--- src/rtl/fetch_packet_splitter_pkg.sv ---
// Shared widths, ghist bundle and state encoding for the fetch packet splitter.
package fetch_packet_splitter_pkg;
  localparam int VADDR_BITS_DEF = 40;
  localparam int NUM_WORDS_DEF  = 4;
  localparam int INST_BITS      = 32;
  localparam int GHIST_BITS     = 64;
  localparam int RAS_IDX_BITS   = 5;

  typedef enum logic {S_IDLE = 1'b0, S_SPLIT = 1'b1} state_e;

  typedef struct packed {
    logic [GHIST_BITS-1:0]   old_history;
    logic                    current_saw_branch_not_taken;
    logic                    new_saw_branch_not_taken;
    logic                    new_saw_branch_taken;
    logic [RAS_IDX_BITS-1:0] ras_idx;
  } ghist_t;
endpackage

--- src/rtl/fetch_packet_splitter_slot_select.sv ---
// Lowest / highest set bit finder over the remaining-slot mask.
module fetch_packet_splitter_slot_select #(
  parameter int N  = 4,
  parameter int SW = 2
) (
  input  logic [N-1:0]  rem_i,
  output logic [SW-1:0] lo_o,
  output logic [SW-1:0] hi_o,
  output logic          any_o
);
  always_comb begin
    lo_o = '0;
    hi_o = '0;
    for (int i = N - 1; i >= 0; i--) if (rem_i[i]) lo_o = SW'(i);
    for (int i = 0; i < N; i++) if (rem_i[i]) hi_o = SW'(i);
    any_o = |rem_i;
  end
endmodule

--- src/rtl/fetch_packet_splitter.sv ---
// Splits a fetch packet into one instruction per cycle; exception packets
// yield a single poisoned output carrying the original pc.
module fetch_packet_splitter
  import fetch_packet_splitter_pkg::*;
#(
  parameter int VADDR_BITS = VADDR_BITS_DEF,
  parameter int NUM_WORDS  = NUM_WORDS_DEF
) (
  input  logic                          clock,
  input  logic                          reset,
  input  logic                          io_flush,
  input  logic                          io_enq_valid,
  output logic                          io_enq_ready,
  input  logic [VADDR_BITS-1:0]         io_enq_bits_pc,
  input  logic [INST_BITS*NUM_WORDS-1:0] io_enq_bits_data,
  input  logic [2*NUM_WORDS-1:0]        io_enq_bits_mask,
  input  logic                          io_enq_bits_xcpt_pf_inst,
  input  logic                          io_enq_bits_xcpt_ae_inst,
  input  logic [GHIST_BITS-1:0]         io_enq_bits_ghist_old_history,
  input  logic                          io_enq_bits_ghist_current_saw_branch_not_taken,
  input  logic                          io_enq_bits_ghist_new_saw_branch_not_taken,
  input  logic                          io_enq_bits_ghist_new_saw_branch_taken,
  input  logic [RAS_IDX_BITS-1:0]       io_enq_bits_ghist_ras_idx,
  output logic                          io_deq_valid,
  input  logic                          io_deq_ready,
  output logic [VADDR_BITS-1:0]         io_deq_bits_pc,
  output logic [INST_BITS-1:0]          io_deq_bits_inst,
  output logic [$clog2(NUM_WORDS)-1:0]  io_deq_bits_slot,
  output logic                          io_deq_bits_last,
  output logic                          io_deq_bits_xcpt_pf_inst,
  output logic                          io_deq_bits_xcpt_ae_inst,
  output logic [GHIST_BITS-1:0]         io_deq_bits_ghist_old_history,
  output logic                          io_deq_bits_ghist_current_saw_branch_not_taken,
  output logic                          io_deq_bits_ghist_new_saw_branch_not_taken,
  output logic                          io_deq_bits_ghist_new_saw_branch_taken,
  output logic [RAS_IDX_BITS-1:0]       io_deq_bits_ghist_ras_idx
);
  localparam int SW    = $clog2(NUM_WORDS);
  localparam int ALIGN = $clog2(4 * NUM_WORDS);

  state_e                        state_q, state_d;
  logic [NUM_WORDS-1:0]          rem_q, rem_d, work;
  logic [VADDR_BITS-1:0]         pc_q;
  logic [INST_BITS*NUM_WORDS-1:0] data_q;
  logic                          pf_q, ae_q, xcpt_q;
  ghist_t                        ghist_q;
  logic [SW-1:0]                 lo, hi;
  logic                          any, last, deq_fire, enq_fire, enq_xcpt;
  logic [VADDR_BITS-1:0]         base_pc;

  fetch_packet_splitter_slot_select #(.N(NUM_WORDS), .SW(SW)) slot_select (
    .rem_i (rem_q),
    .lo_o  (lo),
    .hi_o  (hi),
    .any_o (any)
  );

  assign enq_xcpt = io_enq_bits_xcpt_pf_inst | io_enq_bits_xcpt_ae_inst;

  // A faulting packet is reduced to a single slot-0 output whatever its mask.
  always_comb begin
    work = '0;
    for (int i = 0; i < NUM_WORDS; i++)
      work[i] = io_enq_bits_mask[2*i] & io_enq_bits_mask[2*i+1];
    if (enq_xcpt) work = NUM_WORDS'(1);
  end

  assign last         = (lo == hi);
  assign io_deq_valid = (state_q == S_SPLIT) & any;
  assign deq_fire     = io_deq_valid & io_deq_ready;
  assign io_enq_ready = ~io_flush & ((state_q == S_IDLE) | (deq_fire & last));
  assign enq_fire     = io_enq_valid & io_enq_ready;

  always_comb begin
    state_d = state_q;
    rem_d   = rem_q;
    if (io_flush) begin
      state_d = S_IDLE;
      rem_d   = '0;
    end else begin
      if (deq_fire) begin
        rem_d[lo] = 1'b0;
        if (last) state_d = S_IDLE;
      end
      if (enq_fire) begin
        rem_d   = work;
        state_d = (|work) ? S_SPLIT : S_IDLE;
      end
    end
  end

  always_ff @(posedge clock or posedge reset) begin
    if (reset) begin
      state_q <= S_IDLE;
      rem_q   <= '0;
    end else begin
      state_q <= state_d;
      rem_q   <= rem_d;
    end
  end

  always_ff @(posedge clock) begin
    if (enq_fire) begin
      pc_q                 <= io_enq_bits_pc;
      data_q               <= io_enq_bits_data;
      pf_q                 <= io_enq_bits_xcpt_pf_inst;
      ae_q                 <= io_enq_bits_xcpt_ae_inst;
      xcpt_q               <= enq_xcpt;
      ghist_q.old_history  <= io_enq_bits_ghist_old_history;
      ghist_q.current_saw_branch_not_taken <= io_enq_bits_ghist_current_saw_branch_not_taken;
      ghist_q.new_saw_branch_not_taken     <= io_enq_bits_ghist_new_saw_branch_not_taken;
      ghist_q.new_saw_branch_taken         <= io_enq_bits_ghist_new_saw_branch_taken;
      ghist_q.ras_idx      <= io_enq_bits_ghist_ras_idx;
    end
  end

  assign base_pc = {pc_q[VADDR_BITS-1:ALIGN], {ALIGN{1'b0}}};

  assign io_deq_bits_pc   = xcpt_q ? pc_q : base_pc + VADDR_BITS'({lo, 2'b00});
  assign io_deq_bits_inst = xcpt_q ? '0 : data_q[INST_BITS*lo +: INST_BITS];
  assign io_deq_bits_slot = lo;
  assign io_deq_bits_last = last;
  assign io_deq_bits_xcpt_pf_inst = pf_q;
  assign io_deq_bits_xcpt_ae_inst = ae_q;
  assign io_deq_bits_ghist_old_history = ghist_q.old_history;
  assign io_deq_bits_ghist_current_saw_branch_not_taken = ghist_q.current_saw_branch_not_taken;
  assign io_deq_bits_ghist_new_saw_branch_not_taken     = ghist_q.new_saw_branch_not_taken;
  assign io_deq_bits_ghist_new_saw_branch_taken         = ghist_q.new_saw_branch_taken;
  assign io_deq_bits_ghist_ras_idx = ghist_q.ras_idx;
endmodule

--- config.mk ---
export PLATFORM = sky130hd
export DESIGN_NAME = fetch_packet_splitter
export DESIGN_NICKNAME = d
export VERILOG_FILES = /design/src/rtl/fetch_packet_splitter_pkg.sv /design/src/rtl/fetch_packet_splitter_slot_select.sv /design/src/rtl/fetch_packet_splitter.sv
export SDC_FILE = /design/constraint.sdc
export NUM_CORES = 1
export LEC_CHECK = 0
export ABC_AREA = 1
export BUFFER_PORTS_ARGS = -buffer_cell sky130_fd_sc_hd__buf_2
export CAP_MARGIN = 25
export CORE_AREA = 2 2 158 160
export DETAILED_ROUTE_END_ITERATION = 10
export DIE_AREA = 0 0 160 162
export PLACE_DENSITY = 0.66
export SLEW_MARGIN = 25
export SYNTH_ARGS = -nofsm -noshare
export SYNTH_HDL_FRONTEND = slang
export SYNTH_SLANG_ARGS = --single-unit
--- constraint.sdc ---
create_clock -name clock -period 11.1 [get_ports clock]
set_input_delay 0.555 -clock clock [delete_from_list [all_inputs] [get_ports clock]]
set_output_delay 0.555 -clock clock [all_outputs]
set_load 0.03 [all_outputs]
==> metrics.txt, run 1 <==
status complete, no violations; Synthesis Warnings 0; Synth top area share 80.7%; ANT nets after route 0; initial antenna violation count 7; Core Area 24100 µm²; final hold viol count 0; Worst Skew 0.00718 ns; average size of a mapped cell 16.5 µm²; Critical R2R Capture io_deq_bits_ghist_old_history[16]$_DFFE_PN_; Top Ports 406; hold endpoint pc_q[39]$_DFFE_PN_; startpoint type of the worst setup path register; Final Wtd Congestion 0.809; ranking of synthesized cells by area edfxtp_1, nand2_1, buf_4, o211ai_1, a31oi_1; placed cell area 11200 µm²; WP data arrival 2.93 ns; post-place setup slack 8.06 ns; Netlist cell types 25; syn_nets 802; HPWL Detailed 16.6 mm; Clk pin slew, worst setup/hold paths 0.06 ns; CTS Buf Count 26; Setup CP Type reg -> out; root buf cell clkbuf_16; H-tree depth 1; die extent in y 162 µm; mapped cell area 9050 µm²; largest net degree at the start of global routing 86; number of vias per cell 4.57; r2r worst-path depth 8; final instance area 12000 µm²; GRT Util Overall 17.3%; RSZ-0062 raised after global routing false; Worst VDD drop 0.164 mV; period utilisation layout 31.4%; Placement Rows 57; Reg2Reg Launch Point rem_q[1]$_DFFE_PP0P_; drt drc 0; die area 25900 µm²; effective utilization at floorplan 37.5%; final worst setup slack 7.61 ns; Post-Syn Instances 547; area grow syn2layout 32.9%; first-pass GRT wire length 34.3 mm; fin. max-slew vios 0; reg2reg setup slack 8.16 ns; Synth area leader edfxtp_1; CTS tree yes; min Tclk post-route 3.49 ns; Nets 1187; port bufs 405; total number of vias 5848; # resized after CTS 0; Yosys reg bits 248; sequential share of the synthesized area 82.0%; pwr dens 171 nW/µm²; DR pass1 iterations 4; crit end category primary output; share of cells above drive strength 1 50.5%; Sum Neg Setup Slack 0 ns; vias in the first global route 6139; CTS Buffer Depth 3; Hold Buf Count CTS 1; Worst-Margin Slew 1.00 ns; setup violators final 0; routed length per instance 17.9 µm; 1st-iter DRT viols 387; CP required 10.55 ns; setup bufs post-CTS 0; worst hold path depth 1; GR Overflow Total 0; Die W 160 µm; Crit Path Max Fanout 29; maxcap violations 0; Hold Crit Class in -> reg; final wirelength 22.9 mm; clock sink count 248; Hold Crit Start io_enq_bits_pc[39]; Clock Latency Late Sink 0.52 ns; Leak 4.80 nW; fmax 287 MHz; Slew HR 32.9%
[state kept, by name, summed over array words and instances, names as in the netlist]
signal and cells:
xcpt_q 1, pc_q 40, io_deq_bits_xcpt_ae_inst 1, io_deq_bits_ghist_old_history 64
io_deq_bits_ghist_current_saw_branch_not_taken 1, rem_q 4, state_q 1, data_q 128
io_deq_bits_xcpt_pf_inst 1, io_deq_bits_ghist_new_saw_branch_not_taken 1, io_deq_bits_ghist_ras_idx 5, io_deq_bits_ghist_new_saw_branch_taken 1
[cells in the final DEF, fill, tap and decap left out, types with 4 or more instances in the layout]
cell type / instances
buf_2: 405
edfxtp_1: 243
nand2_1: 101
a31oi_1: 32
o211ai_1: 31
clkbuf_16: 27
or2_2: 25
inv_1: 19
clkbuf_1: 8
nor2_1: 7
or2_1: 6
clkinv_1: 6
diode_2: 5
buf_4: 5
dfrtp_1: 5
nand2_2: 4
nand4_1: 4
[worst max path at each step]
stage	startpoint	to	slack (ns)	cells past startpoint
after detailed placement	rem_q[1]$_DFFE_PP0P_	io_deq_bits_ghist_old_history[24]$_DFFE_PN_	8.06	8
after global placement	rem_q[1]$_DFFE_PP0P_	io_deq_bits_ghist_old_history[24]$_DFFE_PN_	8.13	8
after CTS	rem_q[2]$_DFFE_PP0P_	io_deq_bits_inst[6]	7.57	10
after floorplan	rem_q[1]$_DFFE_PP0P_	data_q[0]$_DFFE_PN_	4.79	7
final	rem_q[2]$_DFFE_PP0P_	io_deq_bits_inst[6]	7.61	10
after global routing	rem_q[2]$_DFFE_PP0P_	io_deq_bits_inst[31]	7.39	12
[report_power, final]
part | switching [mW] | leakage [nW] | internal (mW)
clock | 0.334 | 0.388 | 0.488
combinational | 0.0980 | 2.09 | 0.0534
sequential | 0.00943 | 2.32 | 1.08
total | 0.442 | 4.80 | 1.62
[kinds of logic (layout without fill, tap and decap cells)]
logic type | Yosys count | in the layout | share of synthesized area, %
DFF | 248 | 248 | 82.0
and+or+nand+nor | 153 | 153 | 7.79
buffers and inverters | 76 | 479 | 4.80
AOI/OAI and AO/OA | 70 | 70 | 5.38
other | 0 | 5 | 0
[critical path: stages, from the launching register on]
cell	delay [ns]
dfrtp_1	0.40
inv_1	0.16
nand2_1	0.13
nand2_1	0.10
nand2_2	0.17
buf_4	0.27
inv_1	0.15
buf_4	0.37
o211ai_1	0.13
a31oi_1	0.26
buf_2	0.26
[cell type report]
| class | count | area (µm²) |
|---|---|---|
| Fill cell | 2169 | 12100 |
| Sequential cell | 248 | 7420 |
| Timing Repair Buffer | 412 | 2090 |
| Multi-Input combinational cell | 223 | 1200 |
| Clock buffer | 35 | 706 |
| Tap cell | 324 | 405 |
| Clock inverter | 11 | 100 |
| Inverter | 21 | 86.3 |
| Antenna cell | 5 | 12.5 |
[cells in the mapped netlist, drive strengths merged]
cell type / number
dfrtp: 5
nor2: 9
nand2: 105
o22ai: 1
a21oi: 2
inv: 21
a31oi: 32
or2: 31
o21ai: 3
nand4: 4
a21boi: 1
nand3: 4
edfxtp: 243
clkbuf: 11
o211ai: 31
buf: 44
[metrics by stage]
stage	hold slack, ns	cells	util [%]	power [mW]
after floorplan	0.334	547	-	1.20
after global placement	0.469	1227	46.4	1.26
after detailed placement	0.472	1227	46.4	1.26
after CTS	0.182	1274	49.8	2.09
after global routing	0.180	1278	49.9	2.13
final	0.209	1279	49.9	2.06
[layer usage]
metal,vias up,GRT usage (%),share of wire (%)
li1,2762,-,-
met1,2765,20.8,38
met2,264,29.6,50
met3,53,5.57,8.9
met4,4,5.98,2.8
met5,-,0,0.12
No activity file was read; power rests on OpenSTA's default activity.
==> run 2, diff against run 1 <==
Settings changed: ABC_AREA 1 to 0, CORE_AREA 2 2 158 160 to unset, CORE_ASPECT_RATIO set to 0.7, CORE_MARGIN set to 2, CORE_UTILIZATION set to 42, DIE_AREA 0 0 160 162 to unset, PLACE_DENSITY 0.66 to 0.76.
Clock period 11.1 ns to 3.1 ns, I/O delays scaled along.
==> run 2 against run 1 <==
Against the previous run: the run now fails in clock tree synthesis (4_1_cts); synthesized area decreased by 1.7%; synthesized cell count decreased by 16%.
==> metrics.txt, run 2 <==
root buf cell clkbuf_16 (unchanged); Die W 178 µm (was 160 µm); Top FF cell, synth edfxtp_1 (unchanged); Final Wtd Congestion 0.840 (was 0.809); Synth area leader edfxtp_1 (unchanged); Netlist cell types 34 (was 25); mapped cell area 8900 µm² (was 9050 µm²); effective utilization at floorplan 42.9% (was 37.5%); Synth top area share 82.0% (was 80.7%); CTS Buffer Depth 3 (unchanged); count leader, synth edfxtp_1 (unchanged); clock sink count 248 (unchanged); HPWL Detailed 16.6 mm (about the same); Top Ports 406 (unchanged); DP Cell Count 1093 (was 1227); Post-synth EDFFs 243 (unchanged); stage reached clock tree synthesis (4_1_cts); average size of a mapped cell 19.5 µm² (was 16.5 µm²); fraction of registers with async set/reset 2.02% (unchanged); Run Error [ERROR RSZ-0060] Max buffer count reached.; CTS Buf Count 23 (was 26); ranking of synthesized cells by area edfxtp_1, mux2i_1, buf_4, a22oi_1, o22ai_1 (was edfxtp_1, nand2_1, buf_4, o211ai_1, a31oi_1); Post-Syn Instances 457 (was 547); die extent in y 126 µm (was 162 µm); synth cell count leaders edfxtp_1, buf_4, a22oi_1 (was edfxtp_1, nand2_1, buf_4); syn_nets 712 (was 802); status did not finish (was complete, no violations); port bufs 405 (unchanged); H-tree depth 1 (unchanged); Synthesis Warnings 0 (unchanged); Placement Rows 44 (was 57); Yosys reg bits 248 (unchanged); sequential share of the synthesized area 83.4% (was 82.0%); # resized after CTS 0 (unchanged); Hold Buf Count CTS 228 (was 1); setup bufs post-CTS 0 (unchanged)
[run 2: cell types whose count changed after synthesis, sizes merged, moves of 5 or more]
cell,previous run,this run
a21oi,2,7
a22oi,0,35
a31oi,32,1
or2,31,7
o211ai,31,0
mux2i,0,29
inv,21,5
nand2,105,5
o22ai,1,30
[run 2: cells by family after synthesis]
group | count (synthesis) | share of synthesized area [%]
DFF | 248 | 83.4
AOI/OAI and AO/OA | 87 | 6.72
buffers and inverters | 61 | 4.30
and+or+nand+nor | 30 | 2.07
xor gates and xnor gates | 1 | 0.0985
muxes | 30 | 3.39
[run 2: stage by stage]
step / TNS, ns / instance area, µm² / utilization [%] / setup WS, ns
detailed placement: 0 / 11100 / 53.3 / 0.565
global placement: 0 / 11100 / 53.3 / 0.640
floorplan: -499.02 / 8910 / - / -2.05
==> run 3, diff against run 2 <==
Settings changed: CORE_AREA set to 2 2 157 159, CORE_ASPECT_RATIO 0.7 to unset, CORE_MARGIN 2 to unset, CORE_UTILIZATION 42 to unset, DIE_AREA set to 0 0 159 161, PLACE_DENSITY 0.76 to unset, PLACE_DENSITY_LB_ADDON set to 0.15.
Clock period 3.1 ns to 4 ns, I/O delays scaled along.
==> run 3 against run 2 <==
Against the previous run: the run again fails in clock tree synthesis (4_1_cts); synthesized cell count stayed put; synthesized area stayed put.
==> metrics.txt, run 3 <==
clock sink count 248 (unchanged); average size of a mapped cell 19.5 µm² (unchanged); placed cell area 11100 µm² (about the same); CTS Buffer Depth 3 (unchanged); sequential share of the synthesized area 83.4% (unchanged); status did not finish (unchanged); setup bufs post-CTS 0 (unchanged); Netlist cell types 34 (unchanged); H-tree depth 1 (unchanged); count leader, synth edfxtp_1 (unchanged); DP Cell Count 1136 (was 1093); effective utilization at floorplan 37.1% (was 42.9%); stage reached clock tree synthesis (4_1_cts) (unchanged); # resized after CTS 0 (unchanged); Synthesis Warnings 0 (unchanged); Post-synth EDFFs 243 (unchanged); Run Error [ERROR RSZ-0060] Max buffer count reached. (unchanged); fraction of registers with async set/reset 2.02% (unchanged); root buf cell clkbuf_16 (unchanged); die extent in y 161 µm (was 126 µm); Top FF cell, synth edfxtp_1 (unchanged); Post-Syn Instances 457 (unchanged); Synth area leader edfxtp_1 (unchanged); synth cell count leaders edfxtp_1, buf_4, a22oi_1 (unchanged); Die W 159 µm (was 178 µm); Placement Rows 57 (was 44); HPWL Detailed 17.2 mm (was 16.6 mm); port bufs 405 (unchanged); Yosys reg bits 248 (unchanged); CTS Buf Count 27 (was 23); ranking of synthesized cells by area edfxtp_1, mux2i_1, buf_4, a22oi_1, o22ai_1 (unchanged); Top Ports 406 (unchanged); mapped cell area 8900 µm² (unchanged); Hold Buf Count CTS 238 (was 228); Synth top area share 82.0% (unchanged); Final Wtd Congestion 0.874 (was 0.840); syn_nets 712 (unchanged)
[run 3: cell counts after synthesis]
Identical to the previous run, type by type.
[run 3: cell families after synthesis]
logic type,Yosys count,share of synthesized area [%]
AO/OA/AOI/OAI,87,6.72
XOR/XNOR,1,0.0985
buffers and inverters,61,4.30
flip-flops,248,83.4
multiplexers,30,3.39
AND/OR/NAND/NOR,30,2.07
[run 3: per-stage QoR]
| step | utilization, % | setup TNS, ns | worst slack, ns |
|---|---|---|---|
| after floorplan | - | -279.42 | -1.15 |
| after global placement | 46.1 | 0 | 1.29 |
| after detailed placement | 46.1 | 0 | 1.18 |
